===== src/rtl/regfile_mp.sv =====
// regfile_mp: multi-read-port register file with a post-reset clear sweep, optional write bypass and read stall
module regfile_mp #(
    parameter int DATA_W   = 32,
    parameter int ADDR_W   = 5,
    parameter int NREAD    = 2,
    parameter int ZERO_REG = 1,
    parameter int BYPASS   = 1
) (
    input  logic                     clk,
    input  logic                     rst,
    input  logic                     we,
    input  logic [ADDR_W-1:0]        waddr,
    input  logic [DATA_W-1:0]        wdata,
    input  logic [NREAD*ADDR_W-1:0]  raddr,
    input  logic                     stall,
    output logic [NREAD*DATA_W-1:0]  rdata,
    output logic                     busy
);
    localparam int DEPTH = 2 ** ADDR_W;

    typedef enum logic {CLEAR, RUN} state_t;

    state_t            state, state_nx;
    logic [ADDR_W-1:0] cnt;
    logic [DATA_W-1:0] regs [DEPTH];
    logic [ADDR_W-1:0] ra [NREAD];
    logic [DATA_W-1:0] rd_nx [NREAD];
    logic              wr_ok;

    assign busy  = (state == CLEAR);
    assign wr_ok = we && !(ZERO_REG != 0 && waddr == '0);

    for (genvar i = 0; i < NREAD; i++) begin : g_rd
        assign ra[i]    = raddr[i*ADDR_W +: ADDR_W];
        assign rd_nx[i] = (ZERO_REG != 0 && ra[i] == '0) ? '0 :
                          (BYPASS != 0 && we && waddr == ra[i]) ? wdata : regs[ra[i]];
    end

    // next state: reset forces CLEAR; the sweep exits once, after its last entry
    always_comb begin
        state_nx = rst ? CLEAR : (state == CLEAR && &cnt) ? RUN : state;
    end

    // state register and sweep counter
    always_ff @(posedge clk) begin
        state <= state_nx;
        cnt   <= (rst || state != CLEAR) ? '0 : cnt + 1'b1;
    end

    // array update: sweep zeroes one entry per edge, normal writes only in RUN, nothing under reset
    always_ff @(posedge clk) begin
        if (!rst) begin
            if (state == CLEAR)
                regs[cnt] <= '0;
            else if (wr_ok)
                regs[waddr] <= wdata;
        end
    end

    // read registers: zero under reset or sweep, held while stalled
    always_ff @(posedge clk) begin
        if (rst || state == CLEAR)
            rdata <= '0;
        else if (!stall)
            for (int k = 0; k < NREAD; k++)
                rdata[k*DATA_W +: DATA_W] <= rd_nx[k];
    end
endmodule


===== config.mk =====
export PLATFORM = sky130hd
export DESIGN_NAME = regfile_mp
export DESIGN_NICKNAME = d
export VERILOG_FILES = /design/src/rtl/regfile_mp.sv
export SDC_FILE = /design/constraint.sdc
export NUM_CORES = 1
export LEC_CHECK = 0
export ABC_CLOCK_PERIOD_IN_PS = 4100
export BUFFER_PORTS_ARGS = -buffer_cell sky130_fd_sc_hd__buf_4
export CAP_MARGIN = 10
export CORE_MARGIN = 4
export CORE_UTILIZATION = 40
export DETAILED_ROUTE_END_ITERATION = 8
export SETUP_SLACK_MARGIN = 0.2
export SLEW_MARGIN = 25
export SYNTH_ARGS = -nofsm -noshare
export SYNTH_HDL_FRONTEND = slang
export SYNTH_SLANG_ARGS = --single-unit

===== constraint.sdc =====
create_clock -name clk -period 4.1 [get_ports clk]
set_clock_uncertainty 0.1 [all_clocks]
set_input_delay 0.82 -clock clk [delete_from_list [all_inputs] [get_ports clk]]
set_output_delay 0.82 -clock clk [all_outputs]
set_load 0.1 [all_outputs]

==> results.toml <==
[logic_synthesis]
synth.area.top_cells = "edfxtp_1, mux4_2, dfxtp_1, mux2i_1, a22oi_1"
yosys_register_bits = 1094
post_synth.cell_area_avg_um2 = 20.2
syn_inst = 2489
yosys_warnings = 0
synth_top_area_share_pct = 61.1
synth-seq-area-share_pct = 63.9
synth_cell_types = 49
ys_top_cells_by_count = "edfxtp_1, mux4_2, mux2i_1"
synth_edf_count = 1024
syn_nets = 2542
async_flop_share_pct = 0
netlist_area_mm2 = 0.0503
yosysTopAreaCell = "edfxtp_1"
synth_flop_cell = "edfxtp_1"
yosysMostFrequentCell = "edfxtp_1"

[route]
via_count = 28296
wl_per_cell_um = 34.3
drt_first_iter_violations = 3632
drt-pass1-iter-count = 5
wl_um = 152000
drt.antenna.violating_nets = 0
drc = 0
vias_per_cell = 6.40

[power]
power_density_mw_per_mm2 = 414
peakVddDrop_v = 0.000349
p_leak_nw = 20.4
total_power_mw = 24.1

[clock_tree]
tritoncts = "done"
holdBufCountCts = 0
insertion_delay_ns = 0.70
cts_buffers = 112
htree_levels = 3
clk_path_buf_depth = 3
clkSinkCount = 1094
cts_root_buffer = "clkbuf_16"
clkTransAtPathRegs_ns = 0.06
postCtsSetupBuffers = 0
cts_resized = 0

[place]
pre_cts_ws_ns = 0.275
place_hpwl_um = 98300
io_buffers = 115
place_congestion = 0.914

[timing]
final_hold_viol_count = 0
final.setup.tns_ns = 0
rsz0062_at_grt = "no"
fin_crit_sh_pct = 78.2
setup_viol = 0
finalCriticalPeriod_ns = 3.20
max_freq_mhz = 312
slew_viol_final = 0
relSlewSlack_pct = 27.4
worstMarginPinSlew_ns = 1.09
fin_hold_ws_ns = 0.276
worst_slack_ns = 0.895

[critical_path]
cp.arrival_ns = 3.47
required_ns = 4.36
crit_type = "flip-flop to flip-flop"
start_kind = "flip-flop"
end_kind = "flip-flop"
critical_path_peak_fanout = 23

[global_routing]
grt_overflow = 0
grt_max_degree = 88
grt_pass1_wl_um = 216000
grt_pass1_vias = 29030
grtUsageTotal_pct = 23.0
antenna_found_initial = 1

[finish]
drive_gt1_share_pct = 40.0
fin_nets = 2741
area_growth_pct = 15.6
post-route-util_pct = 46.8

[floorplan]
dieArea_mm2 = 0.132
die_w_um = 363
fp.coreArea_mm2 = 0.124
io_pins = 116
dieHeight_um = 363
rows = 129
start_util_pct = 40.5

[min_path]
hold_path.class = "input pin to flip-flop"

[flow_run]
cap_violations = 0

[status]
outcome = "complete, no violations"
==> logic make-up after synthesis <==
kind of cell | Yosys count | synth area share, %
AND/OR/NAND/NOR | 257 | 2.69
buffers and inverters | 199 | 2.12
flip-flops | 1094 | 63.9
multiplexers | 705 | 28.1
AO/OA/AOI/OAI | 220 | 2.95
adder cells (fa/ha/maj) | 2 | 0.0497
XOR/XNOR | 12 | 0.209
==> per-stage QoR <==
step                      area, um^2  cells
after floorplan                50400   2489
after global placement         54400   4209
after detailed placement       54400   4211
after CTS                      58200   4419
after global routing           58200   4419
final                          58200   4420
==> flip-flops by register name, indices dropped and copies added (netlist names) <==
| register | flops |
|---|---|
| regs | 1024 |
| rdata | 64 |
| cnt | 5 |
| state | 1 |
==> layer usage <==
metal | GRT usage [%] | part of all wire [%] | vias to the layer above
met5 | 0 | 0 | -
met4 | 7.20 | 3.4 | 0
met3 | 5.67 | 9.7 | 254
met2 | 36.1 | 47 | 1651
met1 | 31.9 | 40 | 15261
li1 | - | - | 11130
==> worst paths after layout <==
kind	endpoint	cells past startpoint	from	slack, ns
worst min register to register	rdata[42]	2	rdata[42]	0.37
worst max-delay path	regs[13][31]	6	state	0.90
worst min-delay path	cnt[2]	2	rst	0.28
worst max register to register	regs[13][31]	6	state	0.90
==> area by class of cell <==
cell class,count,area [um^2]
clock inverters,69,719
repair buffers,282,2770
clock buffers,139,3040
fillers,10227,66100
multi-input cells,1196,17400
diodes,1,2.50
inverters,2,7.51
well taps,1637,2050
flip-flops and latches,1094,32200
==> cells in the final DEF, fill, tap and decap left out, drive strengths merged, types with 5 or more instances in the layout <==
cell type / netlist / final
edfxtp: 1024 / 1024
mux4: 564 / 564
buf: 112 / 281
clkbuf: 85 / 140
mux2i: 111 / 111
a22oi: 73 / 73
nand2b: 70 / 70
dfxtp: 70 / 70
o21ai: 66 / 66
nand2: 44 / 44
nor2: 43 / 43
clkinv: 0 / 37
and2: 36 / 36
nand3: 34 / 34
mux2: 30 / 30
a21oi: 28 / 28
a2bb2oi: 27 / 27
clkinvlp: 0 / 14
bufinv: 0 / 13
xnor2: 11 / 11
a32oi: 7 / 7
or2: 7 / 7
inv: 2 / 7
a221oi: 6 / 6
nor3: 6 / 6
nor2b: 5 / 5
==> power by group <==
part	internal (mW)	switching [mW]
clock	6.08	4.36
combinational	0.675	0.863
sequential	12.1	0.0290
total	18.8	5.25
==> critical path, cell delays in order (launching register included) <==
cell and delay, ns:
dfxtp_1 0.51, nor2b_1 0.50, o211a_1 0.39, nand2_1 0.08, o22a_1 0.50, nor2_4 0.46, buf_12 0.31
(Power assumes the default switching activity.)
